[src/rtl/race_flow_if.sv]
// race_flow_if: frame/button/datapath inputs and round-control outputs
// of the stock-car game-flow sequencer.
interface race_flow_if;
  logic       frame_tick;
  logic       start_btn;
  logic       collision;
  logic       obstacle_passed;
  logic       rescue_done;
  logic [2:0] state;
  logic       run_en;
  logic       obstacle_step;
  logic       line_step;
  logic       rescue_start;
  logic [1:0] countdown;
  logic [9:0] score;
  logic [1:0] lives;
  logic [1:0] level;

  modport master (
    input  frame_tick, start_btn, collision,
    input  obstacle_passed, rescue_done,
    output state, run_en, obstacle_step,
    output line_step, rescue_start, countdown,
    output score, lives, level
  );

  modport slave (
    output frame_tick, start_btn, collision,
    output obstacle_passed, rescue_done,
    input  state, run_en, obstacle_step,
    input  line_step, rescue_start, countdown,
    input  score, lives, level
  );
endinterface

[src/rtl/race_flow_controller.sv]
// race_flow_controller: frame-locked round sequencer for the stock-car game.
// Define RACE_SPEEDUP_EN to build the level point counter and faster periods.
module race_flow_controller #(
  parameter int LIVES           = 3,
  parameter int COUNT_FRAMES    = 60,
  parameter int CRASH_FRAMES    = 60,
  parameter int BASE_PERIOD     = 4,
  parameter int SCORE_PER_LEVEL = 16
) (
  input logic         pclk,
  input logic         reset,
  race_flow_if.master bus
);
  typedef enum logic [2:0] {
    IDLE      = 3'd0,
    COUNTDOWN = 3'd1,
    RUN       = 3'd2,
    CRASH     = 3'd3,
    RESCUE    = 3'd4,
    OVER      = 3'd5
  } state_t;

  localparam logic [7:0] CNT_LAST   = 8'(COUNT_FRAMES - 1);
  localparam logic [7:0] CRASH_LAST = 8'(CRASH_FRAMES - 1);
  localparam logic [7:0] BASE       = 8'(BASE_PERIOD);
  localparam logic [9:0] SCORE_MAX  = 10'd999;

  state_t     st;
  logic       start_q;
  logic       run_en_q;
  logic       obst_q;
  logic       line_q;
  logic       resc_q;
  logic [1:0] countdown_q;
  logic [9:0] score_q;
  logic [1:0] lives_q;
  logic [1:0] level_q;
  logic [7:0] frame_cnt;
  logic [7:0] step_cnt;
  logic [7:0] period;
  logic [7:0] period_next;
  logic       start_rise;

`ifdef RACE_SPEEDUP_EN
  localparam logic [7:0] PTS_LAST = 8'(SCORE_PER_LEVEL - 1);
  logic [7:0] pts;
`else
  localparam int unused_spl = SCORE_PER_LEVEL;
`endif

  assign start_rise  = bus.start_btn & ~start_q;
  assign period_next = BASE - {6'd0, level_q};

  always_ff @(posedge pclk) begin
    if (reset) begin
      st          <= IDLE;
      start_q     <= 1'b0;
      run_en_q    <= 1'b0;
      obst_q      <= 1'b0;
      line_q      <= 1'b0;
      resc_q      <= 1'b0;
      countdown_q <= 2'd0;
      score_q     <= 10'd0;
      lives_q     <= 2'(LIVES);
      level_q     <= 2'd0;
      frame_cnt   <= 8'd0;
      step_cnt    <= 8'd0;
      period      <= BASE;
`ifdef RACE_SPEEDUP_EN
      pts         <= 8'd0;
`endif
    end else begin
      start_q <= bus.start_btn;
      obst_q  <= 1'b0;
      line_q  <= 1'b0;
      resc_q  <= 1'b0;
      unique case (st)
        IDLE, OVER: begin
          if (start_rise) begin
            st          <= COUNTDOWN;
            countdown_q <= 2'd3;
            frame_cnt   <= 8'd0;
            score_q     <= 10'd0;
            lives_q     <= 2'(LIVES);
            level_q     <= 2'd0;
`ifdef RACE_SPEEDUP_EN
            pts         <= 8'd0;
`endif
          end
        end
        COUNTDOWN: begin
          if (bus.frame_tick) begin
            if (frame_cnt == CNT_LAST) begin
              frame_cnt <= 8'd0;
              if (countdown_q == 2'd1) begin
                st          <= RUN;
                run_en_q    <= 1'b1;
                countdown_q <= 2'd0;
                step_cnt    <= 8'd0;
                period      <= period_next;
              end else begin
                countdown_q <= countdown_q - 2'd1;
              end
            end else begin
              frame_cnt <= frame_cnt + 8'd1;
            end
          end
        end
        RUN: begin
          if (bus.collision) begin
            st        <= CRASH;
            run_en_q  <= 1'b0;
            lives_q   <= lives_q - 2'd1;
            frame_cnt <= 8'd0;
          end else if (bus.frame_tick) begin
            line_q <= 1'b1;
            // new level's period is latched only when the step counter wraps
            if (step_cnt == period - 8'd1) begin
              obst_q   <= 1'b1;
              step_cnt <= 8'd0;
              period   <= period_next;
            end else begin
              step_cnt <= step_cnt + 8'd1;
            end
          end
          if (bus.obstacle_passed) begin
            if (score_q != SCORE_MAX) score_q <= score_q + 10'd1;
`ifdef RACE_SPEEDUP_EN
            if (pts == PTS_LAST) begin
              pts <= 8'd0;
              if (level_q != 2'd3) level_q <= level_q + 2'd1;
            end else begin
              pts <= pts + 8'd1;
            end
`endif
          end
        end
        CRASH: begin
          if (bus.frame_tick) begin
            if (frame_cnt == CRASH_LAST) begin
              st     <= RESCUE;
              resc_q <= 1'b1;
            end else begin
              frame_cnt <= frame_cnt + 8'd1;
            end
          end
        end
        RESCUE: begin
          if (bus.rescue_done) begin
            if (lives_q == 2'd0) begin
              st <= OVER;
            end else begin
              st          <= COUNTDOWN;
              countdown_q <= 2'd3;
              frame_cnt   <= 8'd0;
            end
          end
        end
        default: st <= IDLE;
      endcase
    end
  end

  assign bus.state         = st;
  assign bus.run_en        = run_en_q;
  assign bus.obstacle_step = obst_q;
  assign bus.line_step     = line_q;
  assign bus.rescue_start  = resc_q;
  assign bus.countdown     = countdown_q;
  assign bus.score         = score_q;
  assign bus.lives         = lives_q;
  assign bus.level         = level_q;
endmodule

[src/flat_wrapper.sv]
// flat-port wrapper written by rule: the top's interface ports become plain ports
module race_flow_controller_flat 
#(
  parameter int LIVES           = 3,
  parameter int COUNT_FRAMES    = 60,
  parameter int CRASH_FRAMES    = 60,
  parameter int BASE_PERIOD     = 4,
  parameter int SCORE_PER_LEVEL = 16
)
  (pclk, reset, bus_frame_tick, bus_start_btn, bus_collision, bus_obstacle_passed, bus_rescue_done, bus_state, bus_run_en, bus_obstacle_step, bus_line_step, bus_rescue_start, bus_countdown, bus_score, bus_lives, bus_level);
  race_flow_if bus_i ();
  input logic pclk;
  input logic reset;
  input wire logic [$bits(bus_i.frame_tick)-1:0] bus_frame_tick;
  input wire logic [$bits(bus_i.start_btn)-1:0] bus_start_btn;
  input wire logic [$bits(bus_i.collision)-1:0] bus_collision;
  input wire logic [$bits(bus_i.obstacle_passed)-1:0] bus_obstacle_passed;
  input wire logic [$bits(bus_i.rescue_done)-1:0] bus_rescue_done;
  output wire logic [$bits(bus_i.state)-1:0] bus_state;
  output wire logic [$bits(bus_i.run_en)-1:0] bus_run_en;
  output wire logic [$bits(bus_i.obstacle_step)-1:0] bus_obstacle_step;
  output wire logic [$bits(bus_i.line_step)-1:0] bus_line_step;
  output wire logic [$bits(bus_i.rescue_start)-1:0] bus_rescue_start;
  output wire logic [$bits(bus_i.countdown)-1:0] bus_countdown;
  output wire logic [$bits(bus_i.score)-1:0] bus_score;
  output wire logic [$bits(bus_i.lives)-1:0] bus_lives;
  output wire logic [$bits(bus_i.level)-1:0] bus_level;
  assign bus_i.frame_tick = bus_frame_tick;
  assign bus_i.start_btn = bus_start_btn;
  assign bus_i.collision = bus_collision;
  assign bus_i.obstacle_passed = bus_obstacle_passed;
  assign bus_i.rescue_done = bus_rescue_done;
  assign bus_state = bus_i.state;
  assign bus_run_en = bus_i.run_en;
  assign bus_obstacle_step = bus_i.obstacle_step;
  assign bus_line_step = bus_i.line_step;
  assign bus_rescue_start = bus_i.rescue_start;
  assign bus_countdown = bus_i.countdown;
  assign bus_score = bus_i.score;
  assign bus_lives = bus_i.lives;
  assign bus_level = bus_i.level;
  race_flow_controller #(.LIVES(LIVES), .COUNT_FRAMES(COUNT_FRAMES), .CRASH_FRAMES(CRASH_FRAMES), .BASE_PERIOD(BASE_PERIOD), .SCORE_PER_LEVEL(SCORE_PER_LEVEL)) u_core (.pclk(pclk), .reset(reset), .bus(bus_i));
endmodule
[config.mk]
export PLATFORM = sky130hd
export DESIGN_NAME = race_flow_controller_flat
export DESIGN_NICKNAME = d
export VERILOG_FILES = /design/src/rtl/race_flow_if.sv /design/src/rtl/race_flow_controller.sv /design/src/flat_wrapper.sv
export SDC_FILE = /design/constraint.sdc
export NUM_CORES = 1
export LEC_CHECK = 0
export CAP_MARGIN = 10
export CORE_UTILIZATION = 40
export DETAILED_ROUTE_END_ITERATION = 6
export GPL_TIMING_DRIVEN = 1
export PLACE_DENSITY = 0.75
export SETUP_SLACK_MARGIN = 0.15
export SKIP_CTS_REPAIR_TIMING = 1
export SYNTH_ARGS = -nofsm -noshare
export SYNTH_HDL_FRONTEND = slang
export SYNTH_SLANG_ARGS = --single-unit
[constraint.sdc]
create_clock -name pclk -period 2.05 [get_ports pclk]
set_clock_uncertainty 0.2 [all_clocks]
set_input_delay 0.205 -clock pclk [delete_from_list [all_inputs] [get_ports pclk]]
set_output_delay 0.205 -clock pclk [all_outputs]
set_load 0.02 [all_outputs]
==> results of run 1 <==
-- worst max-delay path: stages (launching register included) --
cell and delay, ns:
dfxtp_4 0.40, nor2b_4 0.25, buf_6 0.13, o31ai_4 0.10
buf_4 0.16, or3_4 0.39, o41ai_2 0.29
-- sequential cells by signal, summed over array words and instances, names as in the netlist --
signal and count:
u_core.bus.score 10, u_core.frame_cnt 8, u_core.step_cnt 8, u_core.bus.state 3, u_core.bus.countdown 2, u_core.bus.lives 2, u_core.bus.line_step 1, u_core.bus.obstacle_step 1
u_core.bus.rescue_start 1, u_core.bus.run_en 1, u_core.start_q 1
-- power groups by stage --
stage,sequential (uW),clock [uW],combinational (uW)
after floorplan,789,0,173
after global placement,779,0,319
after detailed placement,780,0,325
after CTS,763,518,326
after global routing,768,546,414
final,767,504,381
-- stage by stage --
stage	util	std cells	hold slack [ns]
4_1_cts	0.564	386	0.296
3_5_place_dp	0.548	378	0.286
6_report	0.610	394	0.00716
2_1_floorplan	-	252	0.0892
5_1_grt	0.610	394	0.0362
3_3_place_gp	0.548	378	0.283
-- placed cells by master (no fill, tap or decap), drive strengths merged, types with 9 or more instances in the layout --
cell and instances:
buf 52, dfxtp 38, clkdlybuf4s50 25, nor2 21, nand2 18, a21oi 14
nand3 12, o21ai 12, nor2b 11, nor3 9, xor2 9
-- per-layer routing --
metal | wire [um] | vias up | global-route usage
met1 | 2600 | 999 | 0.248
met2 | 2620 | 41 | 0.321
met4 | 76 | 0 | 0.0839
met5 | 0 | - | 0
li1 | - | 1077 | -
met3 | 168 | 6 | 0.0402
-- logic make-up (layout without fill, tap and decap cells) --
family | after synthesis | in the layout
and+or+nand+nor | 108 | 108
adders and majority gates | 5 | 5
buffers and inverters | 23 | 95
AOI/OAI and AO/OA | 65 | 65
other | 1 | 2
DFF | 38 | 38
xor gates and xnor gates | 10 | 10
muxes | 1 | 1
-- worst min-delay path by stage --
stage | endpoint | from
2_1_floorplan | u_core.bus.line_step | bus_collision
5_1_grt | u_core.start_q | bus_start_btn
3_3_place_gp | u_core.step_cnt[1] | u_core.step_cnt[1]
3_5_place_dp | u_core.step_cnt[1] | u_core.step_cnt[1]
6_report | u_core.start_q | bus_start_btn
4_1_cts | u_core.step_cnt[1] | u_core.step_cnt[1]
-- cell type report --
cell class | instances | share of cell area
Inverter | 7 | 0.00843
Sequential cell | 38 | 0.251
Timing Repair Buffer | 80 | 0.225
Multi-Input combinational cell | 191 | 0.461
Clock buffer | 6 | 0.0233
Tap cell | 70 | 0.0281
Clock inverter | 2 | 0.00321
==> metrics.cfg, run 1 <==
[yosys]
synth_compound_area_frac = 0.227
ys_warn_count = 0
synth_adder_area_share = 0.0294
ys_seq_elements = 38
synthTopCellsByCount = 38 x dfxtp_1, 21 x nor2_1, 17 x nand2_1, 13 x a21oi_1, 12 x nand3_1
synth_simple_gate_area_frac = 0.283
synth_top_area_frac = 0.358
synthFlopType = dfxtp_1
syn_area_mm2 = 0.00212
yosysMostFrequentCell = dfxtp_1
synth_edf_count = 0
ys_types = 59
synth_mux_area_frac = 0.00471
netlist_instances = 251
synth_top_family_by_area = simple AND/OR/NAND/NOR gates
synthXorXnorAreaFrac = 0.0412
synth-seq-area-share = 0.358
yosysTopAreaCell = dfxtp_1
synthTopCellsByArea = dfxtp_1 36%, nor2_1 3.7%, xor2_1 3.7%
syn_avg_cell_area_um2 = 8.46
synthArstFlopShare = 0

[routing]
first_iter_violations = 112
vias = 2123
wl_um = 5460
routedWlPerCell_um = 13.9
viasPerCell = 5.39
drc = 0
ant_nets = 0
first_pass_iters = 4

[cells_and_area]
n_fill_cell = 442
antenna-diode-count = 0
multiInputGateArea_mm2 = 0.00144
finish.instance_area_mm2 = 0.00312
finish.net_count = 335
drive_gt1_frac = 0.349
register_area_um2 = 782
syn_to_final_growth_pct = 46.8

[critical_path]
worstRegToRegCells = 6
critPathCaptureType = flip-flop
cp.arrival_ns = 2.03
cp-endpoint = u_core.frame_cnt[7]
required_ns = 2.04
r2r_start = u_core.bus.state[0]
rrSetupSlack_ns = 0.02
worstReg2RegEnd = u_core.frame_cnt[7]
worstSetupStartpointType = flip-flop
cp_max_fo = 8
crit_type = reg -> reg
crit_start = u_core.bus.state[0]

[placed_design]
port-buffer-count = 27
gp_congestion = 0.933
place_hpwl_um = 3770
place_ws_ns = -0.265
dpl-instance-area_mm2 = 0.00280

[global_route]
grt_util_all_layers = 0.195
overflow = 0
grt_max_degree = 28
grt_first_pass_wirelength_um = 8340
grt_pass1_vias = 1873
antenna_found_initial = 0

[status]
status = completed

[power_and_ir_drop]
p_int_uw = 1170
seqPwrFrac = 0.464
power_frac_clock = 0.305
p_comb_frac = 0.231
p_switching_uw = 479
switching_share = 0.290
p_leak_uw = 0.00120
finalPower_uw = 1650
powerDensity_mw_per_mm2 = 530
peakVddDrop_v = 0.000310

[floorplan]
die-area_mm2 = 0.00561
boundaryPins = 30
coreArea_mm2 = 0.00511
row_count = 26
floorplan.initialDensity = 0.416
die_h_um = 74.9
die_w_um = 74.9

[timing]
min_period_over_period = 0.993
finalSetupViolations = 0
fin_ws_ns = 0.0151
fmax_mhz = 491
post-route-min-period_ns = 2.03
rsz0062_at_grt = true
slew_viol_final = 0
tns_ns = 0
hold_violations = 0

[clock_network]
clockBufferDepth = 2
numCtsBuffers = 5
root_buffer = clkbuf_8
cts.sinks = 38
cts_tree = done
htreeDepth = 2
clkLatencyLatePin_ns = 0.30
path_clk_slew_ns = 0.07

[job]
cap_violations = 0

[hold_path]
holdPathStages = 2
hold_path.class = in -> reg

Note: power is estimated with default switching activity, not from simulation.
==> run 2: changes to the inputs <==
--- a/config.mk
+++ b/config.mk
@@ -6,12 +6,13 @@
 export NUM_CORES = 1
 export LEC_CHECK = 0
 export CAP_MARGIN = 10
-export CORE_UTILIZATION = 40
+export CORE_UTILIZATION = 49
 export DETAILED_ROUTE_END_ITERATION = 6
 export GPL_TIMING_DRIVEN = 1
-export PLACE_DENSITY = 0.75
+export PLACE_DENSITY = 0.87
 export SETUP_SLACK_MARGIN = 0.15
 export SKIP_CTS_REPAIR_TIMING = 1
+export SLEW_MARGIN = 10
 export SYNTH_ARGS = -nofsm -noshare
 export SYNTH_HDL_FRONTEND = slang
 export SYNTH_SLANG_ARGS = --single-unit
==> run 2 against run 1 <==
Non-clock buffer count up 6; largest cell class unchanged; worst hold slack better by 0.062 ns; design area grew 4.9%; the flow now finishes with violations (negative setup slack); sequential power about the same; cell count is 3.6% lower; critical path depth is the same; setup slack got worse by 0.19 ns; utilization grew 19 points; sequential share of layout area decreased by 0.94 points; first-iteration DRC count grew 120%; global-route usage is 7.1 points higher; wire length grew 48%.
==> metrics.cfg, run 2 (same netlist as run 1, synthesis figures left out) <==
[critical_path]
crit_type = reg -> reg  ; unchanged
worstRegToRegCells = 6  ; unchanged
cp.arrival_ns = 2.19  ; was 2.03 ns
cp_max_fo = 8  ; unchanged
rrSetupSlack_ns = -0.17  ; was 0.02 ns
crit_chain = ha_4 > nand4_1 > o31ai_4 > nor2b_1 > o311ai_1 > o41ai_1  ; was nor2b_4 > buf_6 > o31ai_4 > buf_4 > or3_4 > o41ai_2
r2r_start = u_core.frame_cnt[1]  ; was u_core.bus.state[0]
required_ns = 2.02  ; was 2.04 ns
slowest_stage = o31ai_4  ; was dfxtp_4
critPathCaptureType = flip-flop  ; unchanged
worstSetupStartpointType = flip-flop  ; unchanged
max_stage_delay_ns = 0.51  ; was 0.40 ns
worstReg2RegEnd = u_core.frame_cnt[4]  ; was u_core.frame_cnt[7]

[power_and_ir_drop]
p_leak_uw = 0.00123  ; was 0.00120 uW
power_frac_clock = 0.317  ; was 0.305
finalPower_uw = 1760  ; was 1650 uW
p_switching_uw = 552  ; was 479 uW
peakVddDrop_v = 0.000402  ; was 0.000310 V
switching_share = 0.313  ; was 0.290
p_int_uw = 1210  ; was 1170 uW
powerDensity_mw_per_mm2 = 539  ; was 530 mW/mm2
seqPwrFrac = 0.434  ; was 0.464
p_comb_frac = 0.250  ; was 0.231

[global_route]
antenna_found_initial = 0  ; unchanged
grt_pass1_vias = 2028  ; was 1873
grt_util_all_layers = 0.267  ; was 0.195
grt_first_pass_wirelength_um = 9140  ; was 8340 um
grt_max_degree = 19  ; was 28
overflow = 0  ; unchanged

[timing]
fmax_mhz = 450  ; was 491 MHz
min_period_over_period = 1.08  ; was 0.993
rsz0062_at_grt = true  ; unchanged
slew_headroom = 0.658
fin_ws_ns = -0.174  ; was 0.0151 ns
post-route-min-period_ns = 2.22  ; was 2.03 ns
hold_violations = 0  ; unchanged
slew_viol_final = 0  ; unchanged
worst_slew_pin_slew_ns = 0.508
tns_ns = -0.924  ; was 0 ns
finalSetupViolations = 13  ; was 0

[cells_and_area]
finish.net_count = 341  ; was 335
antenna-diode-count = 0  ; unchanged
syn_to_final_growth_pct = 53.9  ; was 46.8%
largest_reg_flops = 10  ; unchanged
final_common_cell = buf_4  ; unchanged
fin_util = 0.800  ; was 0.610
instances_no_fill = 380  ; was 394
mostFrequentLayoutCells = 51 x buf_4, 27 x dfxtp_1, 24 x clkdlybuf4s50_1  ; was 46 x buf_4, 29 x dfxtp_1, 25 x clkdlybuf4s50_1
drive_gt1_frac = 0.400  ; was 0.349

[routing]
routedWlPerCell_um = 21.2  ; was 13.9 um
first_pass_iters = 5  ; was 4
vias = 2484  ; was 2123
drc = 0  ; unchanged
viasPerCell = 6.54  ; was 5.39
ant_nets = 0  ; unchanged
wl_um = 8070  ; was 5460 um
first_iter_violations = 249  ; was 112

[floorplan]
coreArea_mm2 = 0.00409  ; was 0.00511 mm2
die_w_um = 67.8  ; was 74.9 um
die-area_mm2 = 0.00460  ; was 0.00561 mm2
boundaryPins = 30  ; unchanged
floorplan.initialDensity = 0.520  ; was 0.416
row_count = 23  ; was 26
die_h_um = 67.8  ; was 74.9 um

[job]
cap_violations = 0  ; unchanged

[status]
violations = negative setup slack
status = finished with violations  ; was completed

[clock_network]
cts_tree = done  ; unchanged
root_buffer = clkbuf_8  ; unchanged
numCtsBuffers = 5  ; unchanged
htreeDepth = 2  ; unchanged
clockBufferDepth = 2  ; unchanged
clkLatencyLatePin_ns = 0.31  ; was 0.30 ns
cts.sinks = 38  ; unchanged
path_clk_slew_ns = 0.08  ; was 0.07 ns

[hold_path]
hold_path.class = in -> reg  ; unchanged
worst_hold_startpoint = bus_start_btn  ; unchanged
hold-path-endpoint = u_core.start_q  ; unchanged
holdPathStages = 2  ; unchanged

[placed_design]
gp_congestion = 0.871  ; was 0.933
place_hpwl_um = 4020  ; was 3770 um
port-buffer-count = 27  ; unchanged
placed_cells = 357  ; was 378

[run 2: cell type report]
cell class | instances | area, um2
tap | 50 | 62.6
clock buffer | 7 | 86.3
sequential | 38 | 790
clock inverter | 1 | 5.00
multi-input combinational | 191 | 1550
timing repair buffer | 86 | 747
fill | 210 | 816
inverter | 7 | 26.3
[run 2: power groups by stage]
stage                     Sequential (uW)  Clock, uW  Combinational, uW
after detailed placement              779          0                307
after global routing                  766        593                459
after CTS                             762        550                312
after floorplan                       789          0                173
after global placement                779          0                299
final                                 765        559                440
[run 2: critical path: cells and delay by family (launching register included)]
kind	cells	cell delay (ns)
AO/OA/AOI/OAI	3	0.98
AND/OR/NAND/NOR	2	0.39
flip-flops	1	0.37
adder cells (fa/ha/maj)	1	0.15
[run 2: worst max-delay path by stage]
| stage | cells after the start | start | to |
|---|---|---|---|
| detailed placement | 6 | bus_start_btn | u_core.frame_cnt[4] |
| global route | 6 | u_core.frame_cnt[0] | u_core.step_cnt[5] |
| floorplan | 7 | u_core.bus.state[1] | u_core.step_cnt[2] |
| global placement | 6 | bus_collision | u_core.step_cnt[5] |
| CTS | 6 | u_core.bus.state[0] | u_core.bus.score[3] |
| finish | 6 | u_core.frame_cnt[1] | u_core.frame_cnt[4] |
[run 2: routing by layer]
metal | GRT usage | up-vias | routed length, um
met1 | 0.325 | 1191 | 3070
met5 | 0 | - | 0
met3 | 0.0600 | 41 | 552
met4 | 0.102 | 0 | 344
li1 | - | 1094 | -
met2 | 0.454 | 158 | 4100
[run 2: per-stage QoR]
| step | instance area, um2 | setup WS [ns] | hold slack [ns] |
|---|---|---|---|
| after floorplan | 2190 | -0.0393 | 0.0892 |
| after global placement | 2770 | -0.222 | 0.281 |
| after detailed placement | 2770 | -0.298 | 0.285 |
| after CTS | 2860 | -0.115 | 0.314 |
| after global routing | 3270 | -0.212 | 0.0596 |
| final | 3270 | -0.174 | 0.0695 |
==> run 3: changes to the inputs <==
--- a/config.mk
+++ b/config.mk
@@ -5,11 +5,12 @@
 export SDC_FILE = /design/constraint.sdc
 export NUM_CORES = 1
 export LEC_CHECK = 0
+export ABC_CLOCK_PERIOD_IN_PS = 2050
 export CAP_MARGIN = 10
-export CORE_UTILIZATION = 49
+export CORE_UTILIZATION = 40
 export DETAILED_ROUTE_END_ITERATION = 6
 export GPL_TIMING_DRIVEN = 1
-export PLACE_DENSITY = 0.87
+export PLACE_DENSITY = 0.75
 export SETUP_SLACK_MARGIN = 0.15
 export SKIP_CTS_REPAIR_TIMING = 1
 export SLEW_MARGIN = 10
==> results of run 3 <==
Same layout as run 1: the final DEF is identical, and so are final timing and power.
